## src/rtl/mc_main_cntl.sv

```systemverilog
// rtl/mc_main_cntl.sv - multicycle main control FSM for the MIPS core
//
// Sequences the datapath through fetch, decode, execute, memory and
// write-back cycles from the IR opcode, and counts retired instructions.
//
// Ports:
//   iClk, iReset      clock, asynchronous active-high reset
//   iOpcode[5:0]      IR[31:26]
//   iMemReady         memory finished the current access this cycle
//   oPCWrite .. oRegDst, oPCSource, oALUSrcB, oALUOp   datapath controls
//   oIllegalOp        one-cycle pulse in DECODE on an unknown opcode
//   oState[3:0]       current state code (debug)
//   oInstCount[15:0]  retired instruction count, wraps
module mc_main_cntl (
  input  logic        iClk,
  input  logic        iReset,
  input  logic [5:0]  iOpcode,
  input  logic        iMemReady,
  output logic        oPCWrite,
  output logic        oPCWriteCond,
  output logic        oIorD,
  output logic        oMemRead,
  output logic        oMemWrite,
  output logic        oMemtoReg,
  output logic        oIRWrite,
  output logic        oALUSrcA,
  output logic        oRegWrite,
  output logic        oRegDst,
  output logic [1:0]  oPCSource,
  output logic [1:0]  oALUSrcB,
  output logic [1:0]  oALUOp,
  output logic        oIllegalOp,
  output logic [3:0]  oState,
  output logic [15:0] oInstCount
);

  localparam logic [5:0] OP_RTYPE = 6'h00;
  localparam logic [5:0] OP_LW    = 6'h23;
  localparam logic [5:0] OP_SW    = 6'h2B;
  localparam logic [5:0] OP_BEQ   = 6'h04;
  localparam logic [5:0] OP_J     = 6'h02;

  typedef enum logic [3:0] {
    ST_FETCH  = 4'd0,
    ST_DECODE = 4'd1,
    ST_MEMADR = 4'd2,
    ST_MEMRD  = 4'd3,
    ST_MEMWB  = 4'd4,
    ST_MEMWR  = 4'd5,
    ST_EXEC   = 4'd6,
    ST_RWB    = 4'd7,
    ST_BRANCH = 4'd8,
    ST_JUMP   = 4'd9,
    ST_IDLE   = 4'd15
  } state_t;

  state_t      state_q, state_d;
  logic [15:0] inst_count_q, inst_count_d;
  logic        retire;

  always_ff @(posedge iClk or posedge iReset) begin
    if (iReset) begin
      state_q      <= ST_IDLE;
      inst_count_q <= 16'h0000;
    end else begin
      state_q      <= state_d;
      inst_count_q <= inst_count_d;
    end
  end

  always_comb begin
    state_d      = ST_FETCH;
    retire       = 1'b0;
    oPCWrite     = 1'b0;
    oPCWriteCond = 1'b0;
    oIorD        = 1'b0;
    oMemRead     = 1'b0;
    oMemWrite    = 1'b0;
    oMemtoReg    = 1'b0;
    oIRWrite     = 1'b0;
    oALUSrcA     = 1'b0;
    oRegWrite    = 1'b0;
    oRegDst      = 1'b0;
    oPCSource    = 2'b00;
    oALUSrcB     = 2'b00;
    oALUOp       = 2'b00;
    oIllegalOp   = 1'b0;

    case (state_q)
      ST_IDLE: begin
        state_d = ST_FETCH;
      end
      ST_FETCH: begin
        oMemRead = 1'b1;
        oALUSrcB = 2'b01;
        // IR and PC+4 are only captured once the instruction word is valid.
        oIRWrite = iMemReady;
        oPCWrite = iMemReady;
        state_d  = iMemReady ? ST_DECODE : ST_FETCH;
      end
      ST_DECODE: begin
        // Branch target is computed speculatively here: PC + (imm << 2).
        oALUSrcB = 2'b11;
        case (iOpcode)
          OP_LW, OP_SW: state_d = ST_MEMADR;
          OP_RTYPE:     state_d = ST_EXEC;
          OP_BEQ:       state_d = ST_BRANCH;
          OP_J:         state_d = ST_JUMP;
          default: begin
            oIllegalOp = 1'b1;
            state_d    = ST_FETCH;
          end
        endcase
      end
      ST_MEMADR: begin
        oALUSrcA = 1'b1;
        oALUSrcB = 2'b10;
        if (iOpcode == OP_LW) begin
          state_d = ST_MEMRD;
        end else if (iOpcode == OP_SW) begin
          state_d = ST_MEMWR;
        end else begin
          state_d = ST_FETCH;
        end
      end
      ST_MEMRD: begin
        oMemRead = 1'b1;
        oIorD    = 1'b1;
        state_d  = iMemReady ? ST_MEMWB : ST_MEMRD;
      end
      ST_MEMWB: begin
        oRegWrite = 1'b1;
        oMemtoReg = 1'b1;
        retire    = 1'b1;
      end
      ST_MEMWR: begin
        oMemWrite = 1'b1;
        oIorD     = 1'b1;
        retire    = iMemReady;
        state_d   = iMemReady ? ST_FETCH : ST_MEMWR;
      end
      ST_EXEC: begin
        oALUSrcA = 1'b1;
        oALUOp   = 2'b10;
        state_d  = ST_RWB;
      end
      ST_RWB: begin
        oRegWrite = 1'b1;
        oRegDst   = 1'b1;
        retire    = 1'b1;
      end
      ST_BRANCH: begin
        oALUSrcA     = 1'b1;
        oALUOp       = 2'b01;
        oPCWriteCond = 1'b1;
        oPCSource    = 2'b01;
        retire       = 1'b1;
      end
      ST_JUMP: begin
        oPCWrite  = 1'b1;
        oPCSource = 2'b10;
        retire    = 1'b1;
      end
      default: begin
        // Unreachable codes recover to FETCH with all controls low.
        state_d = ST_FETCH;
      end
    endcase

    inst_count_d = retire ? inst_count_q + 16'd1 : inst_count_q;
  end

  assign oState     = state_q;
  assign oInstCount = inst_count_q;

endmodule

```

## config.mk

```make
export PLATFORM = sky130hd
export DESIGN_NAME = mc_main_cntl
export DESIGN_NICKNAME = d
export VERILOG_FILES = /design/src/rtl/mc_main_cntl.sv
export SDC_FILE = /design/constraint.sdc
export NUM_CORES = 1
export LEC_CHECK = 0
export ABC_CLOCK_PERIOD_IN_PS = 5100
export CORE_ASPECT_RATIO = 1.75
export CORE_MARGIN = 3
export CORE_UTILIZATION = 48
export DETAILED_ROUTE_END_ITERATION = 16
export GPL_TIMING_DRIVEN = 0
export HOLD_SLACK_MARGIN = 0.05
export PLACE_DENSITY = 0.94
export SYNTH_ARGS = -nofsm -noshare
export SYNTH_HDL_FRONTEND = slang
export SYNTH_SLANG_ARGS = --single-unit
export TNS_END_PERCENT = 100
```

## constraint.sdc

```tcl
create_clock -name iClk -period 5.1 [get_ports iClk]
set_input_delay 1.53 -clock iClk [delete_from_list [all_inputs] [get_ports iClk]]
set_output_delay 1.53 -clock iClk [all_outputs]
set_load 0.01 [all_outputs]
```

Word level (Yosys, flattened, before mapping)

Index checks and enable logic that the tools add are counted.

Add/subtract/negate cells: 1
Eq/ne operators: 13
Muxes and demuxes: 23
Reductions and logical operators: 9

Operators by type and width:

| operator              | number |
|---|---|
| $pmux 4 s6            | 1 |
| $add 16x1->16 const B | 1 |
| $eq 4x3->1 const B    | 4 |
| $pmux 4 s4            | 1 |
| $eq 6x6->1 const B    | 2 |
| $mux 1                | 12 |
| $mux 3                | 4 |
| $eq 4x2->1 const B    | 2 |
| $eq 4x4->1 const B    | 2 |
| $pmux 2 s2            | 2 |
| $reduce_or 2->1       | 4 |
| $eq 6x2->1 const B    | 1 |
| $eq 6x3->1 const B    | 1 |
| $logic_not 6->1       | 1 |
| $pmux 2 s3            | 1 |
| $reduce_or 5->1       | 1 |
| $eq 4x1->1 const B    | 1 |
| $logic_not 4->1       | 1 |
| $pmux 1 s2            | 2 |
| $reduce_or 4->1       | 1 |
| $reduce_or 3->1       | 1 |

Register bits: 20
Input port bits: 9
Output and inout port bits: 37
Word-level logic and storage cells: 48

Longest topological paths before layout

Gate-level depths: netlist of run 1.

Depth after elaboration: 4
Depth in mapped cells: 6
Mapped depth without buffers: 5

Worst setup path after synthesis of run 1

Ideal clock, no wire load.

Path kind: in2out
Start point: input iOpcode[0]
End point: output oIllegalOp
Arrival: 2073 ps
Data required time: 3570 ps
Slack: 1497 ps
Stages on the path: 3
Buffers on the path: 0
Cells stage by stage: nor4_1 o21ai_0 and3_1

Cells in the longest elaborated chain, start to end: 4
Elaborated cells on any way between the ends: 8
Those cells by class: 4 x eq/ne; 2 x mux; 2 x reduce/logical

RTL lines:

| element                                  | RTL line | text |
|---|---|---|
| start: declaration                       | 17       | `input logic [5:0] iOpcode,` |
| $eq 6x6->1, or another cell as far along | 104      | `case (iOpcode)` |
| $reduce_or 5->1 (no source line) *       | --       |  |
| $mux 1 *                                 | 104      |  |
| $mux 1 *                                 | 89       | `case (state_q)` |
| end: declaration                         | 32       | `output logic oIllegalOp,` |

Mark *: on every way between the ends. The rest lies on a longest branch, timed or not.

Worst setup path after layout of run 1

Start point: input iOpcode[1]
End point: output oIllegalOp

Same word-level chain as after synthesis.

==> flow_results.xml, run 1 <==
<?xml version="1.0" encoding="UTF-8"?>
<metrics>
  <group name="setup_path">
    <metric name="cpMaxStageDelayCell" unit="">sky130_fd_sc_hd__clkdlybuf4s50_1</metric>
    <metric name="worst-path-max-fanout" unit="">5</metric>
    <metric name="crit_family" unit="">buffers and inverters</metric>
    <metric name="critical_path.max_stage_delay" unit="ps">530</metric>
    <metric name="reg2regPathDepth" unit="">6</metric>
    <metric name="worst_ep_arrival_time" unit="ps">3120</metric>
    <metric name="ff2ff_setup_slack" unit="ps">3140</metric>
    <metric name="worstSetupPathType" unit="">in -&gt; out</metric>
    <metric name="timing.critical_path.to_type" unit="">primary output</metric>
    <metric name="worstReg2RegEnd" unit="">oInstCount[6]</metric>
    <metric name="worst_r2r_startpoint" unit="">oState[0]</metric>
    <metric name="crit_path_start_kind" unit="">input port</metric>
    <metric name="crit_path_cell_trace" unit="">clkdlybuf4s50_1 &gt; and3_1 &gt; o21ai_0 &gt; and3_1 &gt; clkdlybuf4s50_1</metric>
    <metric name="worst_ep_required_time" unit="ps">3570</metric>
    <metric name="critical_path.n_buffers_inverters" unit="">2</metric>
  </group>
  <group name="min_path">
    <metric name="worstHoldPathCells" unit="">1</metric>
    <metric name="min-delay-start" unit="">oInstCount[15]</metric>
    <metric name="hold_class" unit="">reg -&gt; reg</metric>
    <metric name="timing.hold.worst_endpoint" unit="">oInstCount[15]</metric>
  </group>
  <group name="sta">
    <metric name="worstMarginPinSlew" unit="ps">742</metric>
    <metric name="slew_headroom" unit="%">50.5</metric>
    <metric name="min_period_over_period" unit="%">91.2</metric>
    <metric name="fin_tns_setup" unit="ps">0</metric>
    <metric name="hold_violations" unit="">0</metric>
    <metric name="slew_violations" unit="">0</metric>
    <metric name="finalHoldWorstSlack" unit="ps">470</metric>
    <metric name="setup_violations" unit="">0</metric>
    <metric name="min_period" unit="ps">4650</metric>
    <metric name="rsz_0062_raised_after_global_routing" unit="">no</metric>
    <metric name="finalClockSkew" unit="ps">3.04</metric>
    <metric name="clock.fmax" unit="MHz">215</metric>
  </group>
  <group name="die">
    <metric name="design.portCount" unit="">46</metric>
    <metric name="die_h" unit="um">74.1</metric>
    <metric name="core_region_area" unit="sq um">2520</metric>
    <metric name="starting_density_of_the_core" unit="%">50.4</metric>
    <metric name="dieArea" unit="sq um">3330</metric>
    <metric name="die_x" unit="um">44.9</metric>
    <metric name="fp-row-count" unit="">24</metric>
  </group>
  <group name="route">
    <metric name="first_iter_violations" unit="">23</metric>
    <metric name="routedWlPerCell" unit="um">15.4</metric>
    <metric name="detailed_route_wl" unit="mm">3.29</metric>
    <metric name="via_count" unit="">1255</metric>
    <metric name="avgViaCountPerCell" unit="">5.89</metric>
    <metric name="detailed_routing_iterations_pass_1" unit="">4</metric>
    <metric name="ant_nets" unit="">0</metric>
    <metric name="remaining_drc_errors" unit="">0</metric>
  </group>
  <group name="placed_design">
    <metric name="placedCellCount" unit="">210</metric>
    <metric name="dp_hpwl" unit="mm">2.64</metric>
    <metric name="gp_congestion" unit="">0.804</metric>
    <metric name="placement.io_buffers" unit="">45</metric>
    <metric name="postPlaceCellArea" unit="sq um">1750</metric>
  </group>
  <group name="cells_and_area">
    <metric name="antenna-diode-count" unit="">0</metric>
    <metric name="final_layout_size_suffix_gt1_share" unit="%">9.63</metric>
    <metric name="nets" unit="">199</metric>
    <metric name="area_overhead_vs_synth" unit="%">41.2</metric>
    <metric name="final_cells" unit="">213</metric>
    <metric name="finish.instance_area" unit="sq um">1800</metric>
  </group>
  <group name="grt">
    <metric name="grt_use_total" unit="%">22.0</metric>
    <metric name="grt_remaining_overflow" unit="">0</metric>
    <metric name="grt_pass1_wl" unit="mm">5.57</metric>
    <metric name="first_global_vias" unit="">1300</metric>
    <metric name="grt_max_degree" unit="">21</metric>
    <metric name="number_of_antenna_violations_at_the_first_check_in_global_routing" unit="">0</metric>
  </group>
  <group name="clocking">
    <metric name="clock_sinks" unit="">20</metric>
    <metric name="cts-hold-fix-buffers" unit="">0</metric>
    <metric name="postCtsResizedCells" unit="">0</metric>
    <metric name="cts_root_buf" unit="">sky130_fd_sc_hd__clkbuf_8</metric>
    <metric name="cts_buffers" unit="">3</metric>
    <metric name="worst_skew_pair.late_latency" unit="ps">250</metric>
    <metric name="post-cts-setup-buffer-count" unit="">0</metric>
    <metric name="clock_path_buffers" unit="">2</metric>
    <metric name="clkTransAtPathRegs" unit="ps">70</metric>
    <metric name="cts_max_level" unit="">1</metric>
    <metric name="cts_tree" unit="">built</metric>
  </group>
  <group name="power">
    <metric name="fin_total_pwr" unit="mW">0.386</metric>
    <metric name="static-leakage-power" unit="nW">0.700</metric>
    <metric name="ir_drop" unit="mV">0.137</metric>
    <metric name="power.density_cell_area" unit="nW/um^2">215</metric>
  </group>
  <group name="synth">
    <metric name="post_synth_instance_area" unit="sq um">1270</metric>
    <metric name="yosys_register_bits" unit="">20</metric>
    <metric name="mapped_nets" unit="">149</metric>
    <metric name="ys_seq_area_share" unit="%">39.8</metric>
    <metric name="synthesis.area_per_instance" unit="sq um">9.15</metric>
    <metric name="ys.warnings.count" unit="">0</metric>
    <metric name="synthesis.instances" unit="">139</metric>
    <metric name="yosysUniqueCellTypes" unit="">35</metric>
  </group>
  <group name="job">
    <metric name="number_of_max_cap_violations" unit="">0</metric>
  </group>
  <group name="outcome">
    <metric name="status" unit="">completed</metric>
  </group>
</metrics>
==> cells by family after synthesis <==
| group | synth area share (%) |
|---|---|
| adders and majority gates | 0.984 |
| DFF | 39.8 |
| xor gates and xnor gates | 11.7 |
| and+or+nand+nor | 35.5 |
| muxes | 0.787 |
| buffers and inverters | 4.72 |
| AOI/OAI and AO/OA | 6.50 |
==> how the worst max path moves through the flow <==
stage | from | end | slack, ps | cells after the start
CTS | iOpcode[1] | oIllegalOp | 450 | 5
global route | iOpcode[1] | oIllegalOp | 370 | 5
floorplan | iOpcode[0] | oIllegalOp | 1500 | 3
global placement | iOpcode[1] | oIllegalOp | 460 | 5
detailed placement | iOpcode[1] | oIllegalOp | 460 | 5
finish | iOpcode[1] | oIllegalOp | 450 | 5
==> cell usage in the layout, fill, tap and decap left out, types with 3 or more instances in the layout <==
cell type,count
sky130_fd_sc_hd__a21oi_1,4
sky130_fd_sc_hd__and3_1,8
sky130_fd_sc_hd__clkbuf_1,5
sky130_fd_sc_hd__clkbuf_8,3
sky130_fd_sc_hd__clkdlybuf4s50_1,45
sky130_fd_sc_hd__dfrtp_1,16
sky130_fd_sc_hd__dfstp_2,4
sky130_fd_sc_hd__inv_1,3
sky130_fd_sc_hd__nand2_1,13
sky130_fd_sc_hd__nand2b_1,7
sky130_fd_sc_hd__nand4_1,8
sky130_fd_sc_hd__nor2_1,13
sky130_fd_sc_hd__nor2b_1,3
sky130_fd_sc_hd__nor3_1,8
sky130_fd_sc_hd__nor3b_1,3
sky130_fd_sc_hd__xnor2_1,9
sky130_fd_sc_hd__xor2_1,8
==> flip-flops by register name, indices dropped and copies added, names as in the netlist <==
| signal | count |
|---|---|
| oState | 4 |
| oInstCount | 16 |
==> power by group <==
part / total [mW] / switching, mW / internal (mW)
Sequential: 0.187 / 0.0149 / 0.172
Combinational: 0.0992 / 0.0453 / 0.0539
Clock: 0.0997 / 0.0473 / 0.0524
==> per-layer routing <==
metal  share of wire (%)  track usage [%]
met5                   0                0
met4                 2.7             10.7
met3                 4.0             2.18
met2                  57             41.1
met1                  37             23.5
==> metrics by stage <==
stage,worst slack [ps],util (%)
6_report,447,71.2
5_1_grt,369,71.2
4_1_cts,446,71.2
3_5_place_dp,462,69.5
3_3_place_gp,462,69.5
2_1_floorplan,1500,-
==> layout make-up <==
class | count | area (sq um)
inverters | 3 | 11.3
fillers | 197 | 727
multi-input cells | 108 | 706
repair buffers | 45 | 450
well taps | 26 | 32.5
plain buffers | 8 | 48.8
flip-flops and latches | 20 | 505
clock buffers | 3 | 41.3
==> cells in the mapped netlist <==
cell	instances	area [sq um]
sky130_fd_sc_hd__dfrtp_1	16	400
sky130_fd_sc_hd__nand2_1	13	48.8
sky130_fd_sc_hd__nor2_1	13	48.8
sky130_fd_sc_hd__xnor2_1	9	78.8
sky130_fd_sc_hd__and3_1	8	50.1
sky130_fd_sc_hd__nand4_1	8	50.1
sky130_fd_sc_hd__nor3_1	8	40.0
sky130_fd_sc_hd__xor2_1	8	70.1
sky130_fd_sc_hd__nand2b_1	7	43.8
sky130_fd_sc_hd__clkbuf_1	5	18.8
sky130_fd_sc_hd__a21oi_1	4	20.0
sky130_fd_sc_hd__dfstp_2	4	105
sky130_fd_sc_hd__inv_1	3	11.3
sky130_fd_sc_hd__nor2b_1	3	18.8
sky130_fd_sc_hd__nor3b_1	3	22.5
sky130_fd_sc_hd__and4_1	2	17.5
sky130_fd_sc_hd__buf_6	2	22.5
sky130_fd_sc_hd__nand3_1	2	10.0
sky130_fd_sc_hd__nor4_1	2	12.5
sky130_fd_sc_hd__nor4_2	2	25.0
sky130_fd_sc_hd__o22ai_1	2	12.5
sky130_fd_sc_hd__or2_2	2	12.5
sky130_fd_sc_hd__a21boi_0	1	7.51
sky130_fd_sc_hd__buf_4	1	7.51
sky130_fd_sc_hd__ha_1	1	12.5
sky130_fd_sc_hd__mux2i_1	1	10.0
sky130_fd_sc_hd__nor4b_4	1	23.8
sky130_fd_sc_hd__o211ai_1	1	7.51
sky130_fd_sc_hd__o21ai_0	1	5.00
sky130_fd_sc_hd__o221ai_1	1	8.76
sky130_fd_sc_hd__o31a_1	1	8.76
sky130_fd_sc_hd__o31ai_2	1	12.5
sky130_fd_sc_hd__or3b_2	1	8.76
sky130_fd_sc_hd__or3b_4	1	11.3
sky130_fd_sc_hd__or4_1	1	7.51
Note: power is estimated with default switching activity, not from simulation.
==> inputs of run 2 (changes only) <==
SETUP_SLACK_MARGIN = 0.1   (was default)
==> results of run 2 <==
No change in the layout: final DEF, timing and power equal those of run 1.
==> inputs of run 3 (changes only) <==
CORE_MARGIN = 8   (was 3)
REMOVE_ABC_BUFFERS = 1   (was default)
==> flow_results.xml, run 3 (synthesis gave the netlist of run 1 again) <==
<?xml version="1.0" encoding="UTF-8"?>
<metrics>
  <group name="grt">
    <metric name="grt_pass1_wl" unit="mm">5.74</metric>
    <metric name="grt_remaining_overflow" unit="">0</metric>
    <metric name="number_of_antenna_violations_at_the_first_check_in_global_routing" unit="">0</metric>
    <metric name="first_global_vias" unit="">1279</metric>
    <metric name="grt_max_degree" unit="">21</metric>
    <metric name="grt_use_total" unit="%">15.6</metric>
  </group>
  <group name="power">
    <metric name="power.density_cell_area" unit="nW/um^2">230</metric>
    <metric name="power_switching_share" unit="%">27.6</metric>
    <metric name="ir_drop" unit="mV">0.189</metric>
    <metric name="cell_internal_pwr" unit="mW">0.294</metric>
    <metric name="pwr-share-seq" unit="%">47.1</metric>
    <metric name="netSwitchingPower" unit="mW">0.112</metric>
    <metric name="clock_power_share" unit="%">29.7</metric>
    <metric name="static-leakage-power" unit="nW">0.684</metric>
    <metric name="comb_power_share" unit="%">23.2</metric>
  </group>
  <group name="setup_path">
    <metric name="critical_path.n_buffers_inverters" unit="">2</metric>
    <metric name="worst-path-max-fanout" unit="">5</metric>
    <metric name="crit_family" unit="">buffers and inverters</metric>
    <metric name="ff2ff_setup_slack" unit="ps">3060</metric>
    <metric name="cpMaxStageDelayCell" unit="">sky130_fd_sc_hd__clkdlybuf4s50_1</metric>
    <metric name="crit_path_cell_trace" unit="">clkdlybuf4s50_1 &gt; nor4_1 &gt; o21ai_0 &gt; and3_1 &gt; clkdlybuf4s50_1</metric>
    <metric name="worst_ep_required_time" unit="ps">3570</metric>
    <metric name="reg2regPathDepth" unit="">4</metric>
    <metric name="critical_path.max_stage_delay" unit="ps">490</metric>
    <metric name="worstReg2RegEnd" unit="">oInstCount[8]</metric>
    <metric name="critPathMostFrequentCell" unit="">sky130_fd_sc_hd__clkdlybuf4s50_1</metric>
    <metric name="crit_path_start_kind" unit="">input port</metric>
    <metric name="worst_ep_arrival_time" unit="ps">3210</metric>
    <metric name="worst_r2r_startpoint" unit="">oState[0]</metric>
    <metric name="worstSetupPathType" unit="">in -&gt; out</metric>
    <metric name="timing.critical_path.to_type" unit="">primary output</metric>
    <metric name="path_depth" unit="">5</metric>
  </group>
  <group name="sta">
    <metric name="hold_violations" unit="">0</metric>
    <metric name="fin_tns_setup" unit="ps">0</metric>
    <metric name="slew_headroom" unit="%">49.6</metric>
    <metric name="min_period" unit="ps">4740</metric>
    <metric name="slew_violations" unit="">0</metric>
    <metric name="worstMarginPinSlew" unit="ps">755</metric>
    <metric name="setup_violations" unit="">0</metric>
    <metric name="min_period_over_period" unit="%">92.9</metric>
    <metric name="rsz_0062_raised_after_global_routing" unit="">no</metric>
    <metric name="clock.fmax" unit="MHz">211</metric>
    <metric name="finalClockSkew" unit="ps">2.28</metric>
    <metric name="setup_ws" unit="ps">364</metric>
  </group>
  <group name="route">
    <metric name="remaining_drc_errors" unit="">0</metric>
    <metric name="via_count" unit="">1247</metric>
    <metric name="first_iter_violations" unit="">27</metric>
    <metric name="detailed_routing_iterations_pass_1" unit="">4</metric>
    <metric name="ant_nets" unit="">0</metric>
    <metric name="avgViaCountPerCell" unit="">6.05</metric>
    <metric name="routedWlPerCell" unit="um">17.4</metric>
    <metric name="detailed_route_wl" unit="mm">3.58</metric>
  </group>
  <group name="cells_and_area">
    <metric name="area_overhead_vs_synth" unit="%">38.5</metric>
    <metric name="antenna-diode-count" unit="">0</metric>
    <metric name="largest_reg_flops" unit="">16</metric>
    <metric name="nets" unit="">191</metric>
    <metric name="final_layout_size_suffix_gt1_share" unit="%">8.89</metric>
    <metric name="most_used_cells_in_the_layout_excluding_fill_and_tap_cells" unit="">sky130_fd_sc_hd__clkdlybuf4s50_1, sky130_fd_sc_hd__dfrtp_1, sky130_fd_sc_hd__nand2_1, sky130_fd_sc_hd__nor2_1, sky130_fd_sc_hd__xnor2_1</metric>
    <metric name="fillerInstances" unit="">191</metric>
    <metric name="layout.cells.most_common" unit="">sky130_fd_sc_hd__clkdlybuf4s50_1</metric>
  </group>
  <group name="die">
    <metric name="dieArea" unit="sq um">4620</metric>
    <metric name="design.portCount" unit="">46</metric>
    <metric name="die_x" unit="um">54.9</metric>
    <metric name="starting_density_of_the_core" unit="%">51.0</metric>
    <metric name="die_h" unit="um">84.1</metric>
    <metric name="core_region_area" unit="sq um">2490</metric>
    <metric name="fp-row-count" unit="">24</metric>
  </group>
  <group name="clocking">
    <metric name="cts_root_buf" unit="">sky130_fd_sc_hd__clkbuf_8</metric>
    <metric name="clock_sinks" unit="">20</metric>
    <metric name="clock_path_buffers" unit="">2</metric>
    <metric name="clkTransAtPathRegs" unit="ps">70</metric>
    <metric name="cts_tree" unit="">built</metric>
    <metric name="cts_buffers" unit="">3</metric>
    <metric name="worst_skew_pair.late_latency" unit="ps">260</metric>
    <metric name="cts_max_level" unit="">1</metric>
    <metric name="postCtsResizedCells" unit="">0</metric>
    <metric name="post-cts-setup-buffer-count" unit="">0</metric>
    <metric name="cts-hold-fix-buffers" unit="">0</metric>
  </group>
  <group name="min_path">
    <metric name="timing.hold.worst_endpoint" unit="">oInstCount[15]</metric>
    <metric name="min-delay-start" unit="">oInstCount[15]</metric>
    <metric name="hold_class" unit="">reg -&gt; reg</metric>
    <metric name="worstHoldPathCells" unit="">1</metric>
  </group>
  <group name="placed_design">
    <metric name="gp_congestion" unit="">0.825</metric>
    <metric name="placement.io_buffers" unit="">45</metric>
    <metric name="dp_worst_setup_slack" unit="ps">423</metric>
    <metric name="dp_hpwl" unit="mm">2.79</metric>
  </group>
  <group name="outcome">
    <metric name="status" unit="">completed</metric>
  </group>
  <group name="job">
    <metric name="number_of_max_cap_violations" unit="">0</metric>
  </group>
</metrics>
## run 3: cell types whose count changed in the layout (fill, tap and decap cells not counted), sizes merged
cell	before	now
clkbuf	8	4
buf	3	0
## run 3: power groups by stage
stage	Combinational (mW)	Sequential, mW	Clock (mW)
2_1_floorplan	0.0359	0.196	0
3_3_place_gp	0.0911	0.192	0
3_5_place_dp	0.0944	0.194	0
4_1_cts	0.0949	0.191	0.122
5_1_grt	0.104	0.194	0.132
6_report	0.0941	0.191	0.120
## run 3: final cells by class
| cell class | instances | area [sq um] | share of cell area, % |
|---|---|---|---|
| Clock buffer | 4 | 55.1 | 3.13 |
| Timing Repair Buffer | 45 | 450 | 25.6 |
| Sequential cell | 20 | 505 | 28.7 |
| Inverter | 3 | 11.3 | 0.640 |
| Multi-Input combinational cell | 108 | 706 | 40.1 |
| Tap cell | 26 | 32.5 | 1.85 |
## run 3: routing by layer
metal  routed length [um]  GRT usage [%]  share of wire (%)
met4                  149           7.47                4.2
met5                    0              0                  0
met2                 1820           27.4                 51
met1                 1270           15.0                 36
met3                  334           5.18                9.3
## run 3: metrics by stage
| stage | instances | instance area [sq um] | utilization (%) | total power, mW | hold slack (ps) |
|---|---|---|---|---|---|
| 2_1_floorplan | 131 | 1220 | - | 0.232 | 504 |
| 3_5_place_dp | 202 | 1710 | 68.4 | 0.288 | 475 |
| 5_1_grt | 206 | 1760 | 70.6 | 0.429 | 499 |
| 3_3_place_gp | 202 | 1710 | 68.4 | 0.283 | 456 |
| 6_report | 206 | 1760 | 70.6 | 0.406 | 479 |
| 4_1_cts | 206 | 1760 | 70.6 | 0.408 | 487 |
## run 3: worst reg2reg max path, stage by stage (launching register included)
cell and delay, ps:
sky130_fd_sc_hd__dfstp_2 710, sky130_fd_sc_hd__nor3b_1 350, sky130_fd_sc_hd__o31a_1 530, sky130_fd_sc_hd__nor3_1 160, sky130_fd_sc_hd__xor2_1 170
## run 3: worst max-delay path by stage
stage,start,end,slack (ps)
6_report,iOpcode[0],oIllegalOp,360
2_1_floorplan,iOpcode[0],oIllegalOp,1500
3_3_place_gp,iOpcode[1],oIllegalOp,470
3_5_place_dp,iOpcode[1],oIllegalOp,420
5_1_grt,iOpcode[1],oIllegalOp,280
4_1_cts,iOpcode[1],oIllegalOp,410
